File: config.mk
export PLATFORM = sky130hd
export DESIGN_NAME = exc_sequencer
export DESIGN_NICKNAME = d
export VERILOG_FILES = /design/src/rtl/exc_sequencer.sv
export SDC_FILE = /design/constraint.sdc
export NUM_CORES = 1
export LEC_CHECK = 0
export BUFFER_PORTS_ARGS = -buffer_cell sky130_fd_sc_hd__clkbuf_2
export CORE_MARGIN = 5
export CORE_UTILIZATION = 43
export CTS_CLUSTER_DIAMETER = 100
export DETAILED_ROUTE_END_ITERATION = 10
export PLACE_DENSITY = 0.82
export SYNTH_ARGS = -nofsm -noshare
export SYNTH_HDL_FRONTEND = slang
export SYNTH_SLANG_ARGS = --single-unit
File: constraint.sdc
create_clock -name clk -period 2 [get_ports clk]
set_input_delay 0.4 -clock clk [delete_from_list [all_inputs] [get_ports clk]]
set_output_delay 0.4 -clock clk [all_outputs]
set_load 0.02 [all_outputs]
File: src/rtl/exc_sequencer.sv
// exc_sequencer
// Sequences the precise exception / ERET flow at the MEM stage.
//   - Chooses the highest-priority pending request (interrupt, then the
//     synchronous exceptions, then ERET) while idle.
//   - Holds flush+stall for FLUSH_CYCLES, then issues one cycle of CP0
//     update strobes, then presents the new fetch PC to IF over a
//     valid/ready handshake.
// Optional feature macro: EXC_SEQ_COUNT_EN (taken-exception counter on
// exc_count; when undefined exc_count is tied to 0).
// Ports:
//   clk, resetn            clock, asynchronous active-low reset
//   mem_*                  MEM-stage instruction, PC, delay-slot flag,
//                          faulting address, exception bits, ERET flag
//   hw_int, sw_int         raw hardware lines, Cause.IP[1:0]
//   status_im/ie/exl, epc_in  CP0 Status fields and current EPC
//   redirect_ready         IF accepts the redirect
//   flush, stall, busy     pipeline control / sequencer activity
//   redirect_valid/pc      new fetch PC handshake
//   cp0_*                  CP0 write strobes and data
//   exc_count              taken-exception counter
module exc_sequencer #(
  parameter logic [31:0] EXC_VECTOR   = 32'hBFC00380,
  parameter int unsigned FLUSH_CYCLES = 2
) (
  input  logic        clk,
  input  logic        resetn,
  input  logic        mem_valid,
  input  logic [31:0] mem_pc,
  input  logic        mem_in_delay,
  input  logic [31:0] mem_badvaddr,
  input  logic [5:0]  mem_exc,
  input  logic        mem_eret,
  input  logic [5:0]  hw_int,
  input  logic [1:0]  sw_int,
  input  logic [7:0]  status_im,
  input  logic        status_ie,
  input  logic        status_exl,
  input  logic [31:0] epc_in,
  input  logic        redirect_ready,
  output logic        flush,
  output logic        stall,
  output logic        redirect_valid,
  output logic [31:0] redirect_pc,
  output logic        cp0_we,
  output logic [4:0]  cp0_exccode,
  output logic        cp0_epc_we,
  output logic [31:0] cp0_epc,
  output logic        cp0_bd,
  output logic        cp0_badvaddr_we,
  output logic [31:0] cp0_badvaddr,
  output logic        cp0_clr_exl,
  output logic        busy,
  output logic [31:0] exc_count
);

  typedef enum logic [1:0] {IDLE, FLUSH, COMMIT, REDIRECT} state_t;

  localparam logic [2:0] FLUSH_LAST = 3'(FLUSH_CYCLES - 1);

  state_t      state;
  logic [2:0]  cnt;
  logic [5:0]  hw_meta;
  logic [5:0]  hw_s;
  logic        is_eret;
  logic        is_adr;
  logic        epc_upd;
  logic [31:0] tgt;

  logic        int_pend;
  logic        win_exc;
  logic        win_adr;
  logic [4:0]  win_code;
  logic        capture;

  // Two-flop synchroniser for the asynchronous interrupt lines.
  always_ff @(posedge clk or negedge resetn) begin
    if (!resetn) begin
      hw_meta <= '0;
      hw_s    <= '0;
    end else begin
      hw_meta <= hw_int;
      hw_s    <= hw_meta;
    end
  end

  // IM[7:2] masks the synchronised hardware lines, IM[1:0] the software ones.
  assign int_pend = (|({hw_s, sw_int} & status_im)) & status_ie & ~status_exl;

  always_comb begin
    win_exc  = 1'b1;
    win_adr  = 1'b0;
    win_code = 5'd0;
    if (int_pend) begin
      win_code = 5'd0;
    end else if (mem_exc[0]) begin
      win_code = 5'd4;
      win_adr  = 1'b1;
    end else if (mem_exc[1]) begin
      win_code = 5'd5;
      win_adr  = 1'b1;
    end else if (mem_exc[2]) begin
      win_code = 5'd10;
    end else if (mem_exc[3]) begin
      win_code = 5'd12;
    end else if (mem_exc[4]) begin
      win_code = 5'd8;
    end else if (mem_exc[5]) begin
      win_code = 5'd9;
    end else begin
      win_exc  = 1'b0;
    end
  end

  assign capture = (state == IDLE) && mem_valid && (win_exc || mem_eret);
  assign busy    = (state != IDLE);

  // Single sequencer process; every output is registered alongside the
  // state it belongs to so outputs line up with the state they describe.
  always_ff @(posedge clk or negedge resetn) begin
    if (!resetn) begin
      state           <= IDLE;
      cnt             <= '0;
      flush           <= 1'b0;
      stall           <= 1'b0;
      redirect_valid  <= 1'b0;
      redirect_pc     <= '0;
      cp0_we          <= 1'b0;
      cp0_exccode     <= '0;
      cp0_epc_we      <= 1'b0;
      cp0_epc         <= '0;
      cp0_bd          <= 1'b0;
      cp0_badvaddr_we <= 1'b0;
      cp0_badvaddr    <= '0;
      cp0_clr_exl     <= 1'b0;
      is_eret         <= 1'b0;
      is_adr          <= 1'b0;
      epc_upd         <= 1'b0;
      tgt             <= '0;
    end else begin
      // Strobes are single-cycle pulses unless re-asserted below.
      cp0_we          <= 1'b0;
      cp0_epc_we      <= 1'b0;
      cp0_badvaddr_we <= 1'b0;
      cp0_clr_exl     <= 1'b0;
      case (state)
        IDLE: begin
          if (capture) begin
            state        <= FLUSH;
            cnt          <= '0;
            flush        <= 1'b1;
            stall        <= 1'b1;
            is_eret      <= ~win_exc;
            is_adr       <= win_adr;
            epc_upd      <= ~status_exl;
            tgt          <= win_exc ? EXC_VECTOR : epc_in;
            cp0_exccode  <= win_code;
            cp0_epc      <= mem_in_delay ? (mem_pc - 32'd4) : mem_pc;
            cp0_bd       <= mem_in_delay;
            cp0_badvaddr <= mem_badvaddr;
          end
        end
        FLUSH: begin
          if (cnt == FLUSH_LAST) begin
            state           <= COMMIT;
            flush           <= 1'b0;
            cp0_we          <= ~is_eret;
            cp0_epc_we      <= ~is_eret & epc_upd;
            cp0_badvaddr_we <= ~is_eret & is_adr;
            cp0_clr_exl     <= is_eret;
          end else begin
            cnt <= cnt + 3'd1;
          end
        end
        COMMIT: begin
          state          <= REDIRECT;
          redirect_valid <= 1'b1;
          redirect_pc    <= tgt;
        end
        REDIRECT: begin
          if (redirect_ready) begin
            state          <= IDLE;
            redirect_valid <= 1'b0;
            stall          <= 1'b0;
          end
        end
        default: state <= IDLE;
      endcase
    end
  end

`ifdef EXC_SEQ_COUNT_EN
  always_ff @(posedge clk or negedge resetn) begin
    if (!resetn) begin
      exc_count <= '0;
    end else if (state == COMMIT && !is_eret) begin
      exc_count <= exc_count + 32'd1;
    end
  end
`else
  assign exc_count = '0;
`endif

endmodule

=== Yosys cells after proc, flatten, opt, wreduce, memory -nomap -nowiden ===
Cells that the tools add are included.

* Input bits: 126
* Word-level logic and storage cells: 93
* Output and inout port bits: 142
* Register bits after elaboration: 161

* $add $sub $neg: 2
* Bitwise operators: 8
* Equality and inequality tests: 8
* Multiplexer cells: 40
* Reductions and logical operators: 15

{| class="wikitable"
|+ Operators by type and width
! cell !! count
|-
| 2-to-1 mux 32 bit || 2
|-
| subtractor 32 x 3 -> 32 bit (second input constant) || 1
|-
| 2-to-1 mux 4 bit || 7
|-
| 2-to-1 mux 1 bit || 21
|-
| AND reduction 3 bit || 4
|-
| AND 8 bit || 1
|-
| != test 2 bit (second input constant) || 4
|-
| case mux 2 bit (4 select lines) || 1
|-
| nonzero test 2 bit || 4
|-
| OR reduction 8 bit || 1
|-
| 2-to-1 mux 2 bit || 3
|-
| 2-to-1 mux 3 bit || 2
|-
| case mux 1 bit (2 select lines) || 3
|-
| case mux 3 bit (2 select lines) || 1
|-
| AND 1 bit || 4
|-
| == test 2 bit (second input constant) || 2
|-
| AND reduction 2 bit || 2
|-
| adder 3 x 1 -> 3 bit (second input constant) || 1
|-
| == test 3 x 1 -> 1 bit (second input constant) || 1
|-
| inverter 1 bit || 3
|-
| == test 2 x 1 -> 1 bit (second input constant) || 1
|-
| logical AND 1 bit || 2
|-
| logical NOT 2 bit || 1
|-
| logical OR 1 bit || 1
|}

=== Longest topological paths before layout ===
* Word-level depth: 11
* Gate-level depth with buffers: 7
* Mapped depth without buffers: 7

=== Least setup slack after synthesis ===
No wires, ideal clock.

* Path type: input -> register
* Start point: in status_im[5]
* End point: reg tgt[22]
* Arrival time: 1730 ps
* Setup time: 121 ps
* Cell stages on the path: 6
* Slack: 149 ps
* Path buffers: 1
* Cell sequence: a22oi_1 a41oi_2 nand2b_4 or3_4 buf_2 o22a_1

* Cells in the longest elaborated chain, start to end: 8

{| class="wikitable"
|+ Ends and longest elaborated chain
! item !! line !! RTL
|-
| from (decl) || 35 || <nowiki>input logic [7:0] status_im,</nowiki>
|-
| AND 8 bit * || 87 || <nowiki>assign int_pend = (|({hw_s, sw_int} & status_im)) & status_ie & ~status_exl;</nowiki>
|-
| OR reduction 8 bit * || 87 ||
|-
| AND 1 bit * (2 in series) || 87 ||
|-
| 2-to-1 mux 1 bit * || 93 || <nowiki>if (int_pend) begin</nowiki>
|-
| logical OR 1 bit || 114 || <nowiki>assign capture = (state == IDLE) && mem_valid && (win_exc || mem_eret);</nowiki>
|-
| logical AND 1 bit || 114 ||
|-
| AND reduction 2 bit (no line) || - ||
|-
| to (signal assigned) || 155 || <nowiki>tgt <= win_exc ? EXC_VECTOR : epc_in;</nowiki>
|-
| to (decl) || 67 || <nowiki>logic [31:0] tgt;</nowiki>
|}

Mark *: on every way between the ends. The rest lies on a longest branch, timed or not.
A chain may end at the register's enable or synchronous reset.

=== Worst setup path after layout ===
* Start point: reg state[0]
* End point: out busy

* Cells in the longest elaborated chain, start to end: 1

{| class="wikitable"
|+ Ends and longest elaborated chain
! item !! line !! RTL
|-
| from (decl) || 60 || <nowiki>state_t state;</nowiki>
|-
| from (signal assigned) || 121 || <nowiki>state <= IDLE;</nowiki>
|-
| from (signal assigned) || 148 || <nowiki>state <= FLUSH;</nowiki>
|-
| from (signal assigned) || 164 || <nowiki>state <= COMMIT;</nowiki>
|-
| nonzero test 2 bit || 115 || <nowiki>assign busy = (state != IDLE);</nowiki>
|-
| to (decl) || 52 || <nowiki>output logic busy,</nowiki>
|}

Every way passes these cells.

==> reports/metrics.yaml <==
logic_synthesis:
  synth_instances: 615
  synth-edff-count: 0
  synthesized_area_divided_by_synthesized_cell_count_sq_um: 11.2
  ys.warnings.count: 0
  ys_dominant_reg_cell: "dfrtp_1"
  yosysMostFrequentCell: "dfrtp_1"
  synth.top_cell.area_share: 0.582
  synth_area_leader_cell: "dfrtp_1"
  postSynth.asyncResetShare: 1.00
  synth_top_cells_by_count: "160 x dfrtp_1, 148 x nand2_1, 34 x buf_4, 33 x mux2_2, 28 x o21ai_1"
  synth.area.top_cells: "dfrtp_1 58%, nand2_1 8.1%, mux2_2 5.4%"
  synth_seq_area_share: 0.582
  yosys_register_bits: 160
  synth_cell_area_sq_um: 6880
  netlist-cell-type-count: 54
sta:
  timing.final.setup_violations: 0
  fin_hold_ws_ns: 0.0864
  finalCriticalPeriod_ns: 1.85
  maxClockFrequency_mhz: 540
  rsz_0062_raised_after_global_routing: "false"
  timing_max_transition_violations_final: 0
  final_hold_viol_count: 0
  timing.setup.tns_ns: 0
  clock-skew-final_ns: 0.00923
  post-route-period-util: 0.926
worst_setup_path:
  critical_path_s_most_frequent_cell: "inv_1"
  worstSetupPathType: "reg -> out"
  path_delay_family: "buffers and inverters"
  critical_path_peak_fanout: 7
  critical_path.max_stage_delay_ns: 0.41
  required_ns: 1.60
  start_kind: "flip-flop"
  worst-endpoint-arrival_ns: 1.45
  cp_slowest_cell: "dfrtp_1"
  critPathBufInv: 3
  crit_chain: "inv_1 -> ha_4 -> inv_1 -> clkbuf_2"
  endpoint_kind: "primary output"
global_routing:
  initial_antenna_violation_count: 0
  grt_first_pass_wirelength_microns: 27100
  vias_in_the_first_global_route: 5435
  globalRoute.totalOverflow: 0
  grtUsageTotal: 0.185
  grt_start_max_net_pins: 46
routing:
  detailedRoute.firstPassIterationCount: 4
  drt_wl_total_microns: 17200
  first_iter_violations: 274
  detailroute.via_count: 5397
  detail_route.wl_per_cell_microns: 15.6
  vias_cell: 4.87
  detail-route-antenna-nets: 0
  drcViolationCount: 0
cts:
  cts-buffers-inserted: 17
  cts.sink_count: 160
  cts.reportedPaths.clkPinSlew_ns: 0.07
  h-tree-depth: 4
  clockRootBuffer: "clkbuf_16"
  maximum_root_to_sink_buffer_count: 2
  cts.repair_timing.setup_buffer_count: 0
  clock_latency_ns: 0.42
  tritoncts: "done"
power:
  peakVddDrop_mv: 0.649
  p_total_mw: 11.6
  p_leak_nw: 4.54
  power_density_nw_per_um2: 1280
min_path:
  holdCritPathClass: "in -> reg"
floorplanning:
  placeableCoreArea_sq_um: 15800
  fp.dieArea_sq_um: 18600
  die_width_microns: 136
  num_io_pins: 268
  std_cell_rows: 46
  die_h_microns: 136
  initial_core_util: 0.436
cells_and_area:
  share_of_post_route_cells_with_drive_strength_above_1: 0.405
  final_net_count: 1012
  final_instance_area_sq_um: 9080
  fin_util: 0.576
  insertedDiodeCount: 0
  synthToLayoutAreaGrowth_pct: 32.0
flow_run:
  max_cap_violations: 0
placed_design:
  detailed_place.area_sq_um: 8490
  place.port_buffers: 234
  post-dp-hpwl_microns: 13100
  gp_congestion: 0.839
run_status:
  outcome: "complete, no violations"
==> state kept, by name, indices dropped and copies added (netlist names) <==
signal,count
hw_s,6
cp0_exccode,4
flush,1
cp0_epc_we,1
cp0_badvaddr,32
cp0_badvaddr_we,1
cp0_bd,1
is_eret,1
cnt,3
state,2
cp0_we,1
cp0_clr_exl,1
hw_meta,6
redirect_valid,1
epc_upd,1
redirect_pc,32
is_adr,1
stall,1
cp0_epc,32
tgt,32
==> layout by cell type (no fill, tap or decap), types with 4 or more instances in the layout <==
cell / Yosys / layout
nand2_1: 148 / 148
clkbuf_2: 0 / 233
o22a_1: 14 / 14
nor4_1: 4 / 4
mux2_2: 33 / 33
xor2_1: 5 / 5
clkbuf_16: 0 / 17
buf_12: 0 / 9
a22oi_1: 4 / 4
ha_1: 7 / 6
xnor2_1: 21 / 21
inv_1: 9 / 9
o21ai_1: 28 / 28
buf_4: 34 / 31
conb_1: 1 / 33
nor3_1: 10 / 9
nand2b_1: 4 / 4
nor2_1: 16 / 16
inv_6: 0 / 5
o21ai_0: 9 / 9
dfrtp_1: 160 / 160
o31ai_1: 5 / 5
a22o_1: 20 / 20
nor4_2: 7 / 7
==> metrics by stage <==
stage | instances | setup WS [ns]
2_1_floorplan | 647 | 0.149
3_3_place_gp | 1075 | 0.0686
3_5_place_dp | 1075 | 0.0385
4_1_cts | 1108 | 0.0417
5_1_grt | 1108 | 0.0488
6_report | 1108 | 0.147
==> report_power, final <==
group	switching (mW)	internal [mW]	total, mW
Sequential	0.490	4.03	4.52
Clock	1.42	1.67	3.08
Combinational	2.55	1.49	4.04
==> worst paths after layout <==
path / slack [ns] / start / cells past startpoint / endpoint
max: 0.15 / state[0] / 4 / busy
min: 0.09 / hw_int[1] / 1 / hw_meta[1]
max reg2reg: 0.16 / hw_s[0] / 8 / cp0_epc[18]
min reg2reg: 0.35 / hw_meta[2] / 0 / hw_s[2]
max in group asynchronous: 0.85 / resetn / 3 / redirect_pc[8]
min in group asynchronous: 0.49 / resetn / 2 / redirect_pc[15]
==> layout make-up <==
cell class | count | area (sq um)
clock buffers | 18 | 439
clock inverters | 14 | 123
fillers | 1364 | 6690
inverters | 9 | 33.8
multi-input cells | 416 | 2610
flip-flops and latches | 160 | 4000
well taps | 216 | 270
repair buffers | 275 | 1600
==> logic make-up after synthesis <==
| kind of cell | Yosys count | synth area share |
|---|---|---|
| adder cells (fa/ha/maj) | 7 | 0.0127 |
| multiplexers | 33 | 0.0540 |
| XOR/XNOR | 26 | 0.0331 |
| other | 1 | 0.000545 |
| AO/OA/AOI/OAI | 97 | 0.101 |
| buffers and inverters | 71 | 0.0599 |
| flip-flops | 160 | 0.582 |
| AND/OR/NAND/NOR | 220 | 0.156 |
==> worst reg2reg max path, delay by kind of cell (launching register included) <==
kind | cells | cell delay (ns)
simple gates | 1 | 0.06
compound gates | 4 | 0.75
buf+inv | 3 | 0.58
flops | 1 | 0.36
==> layer usage <==
layer	part of all wire	GRT usage	vias to the layer above
met5	0	0	-
met4	0.0097	0.0510	0
met3	0.070	0.0551	14
met2	0.48	0.302	198
met1	0.44	0.240	2615
li1	-	-	2570
==> timing repair <==
action	CTS	global route
endpoints found under the hold margin	41	0
resized for setup	1	1
hold buffers	1	0
endpoints found under the setup margin	1	1
Note: power is estimated with default switching activity, not from simulation.
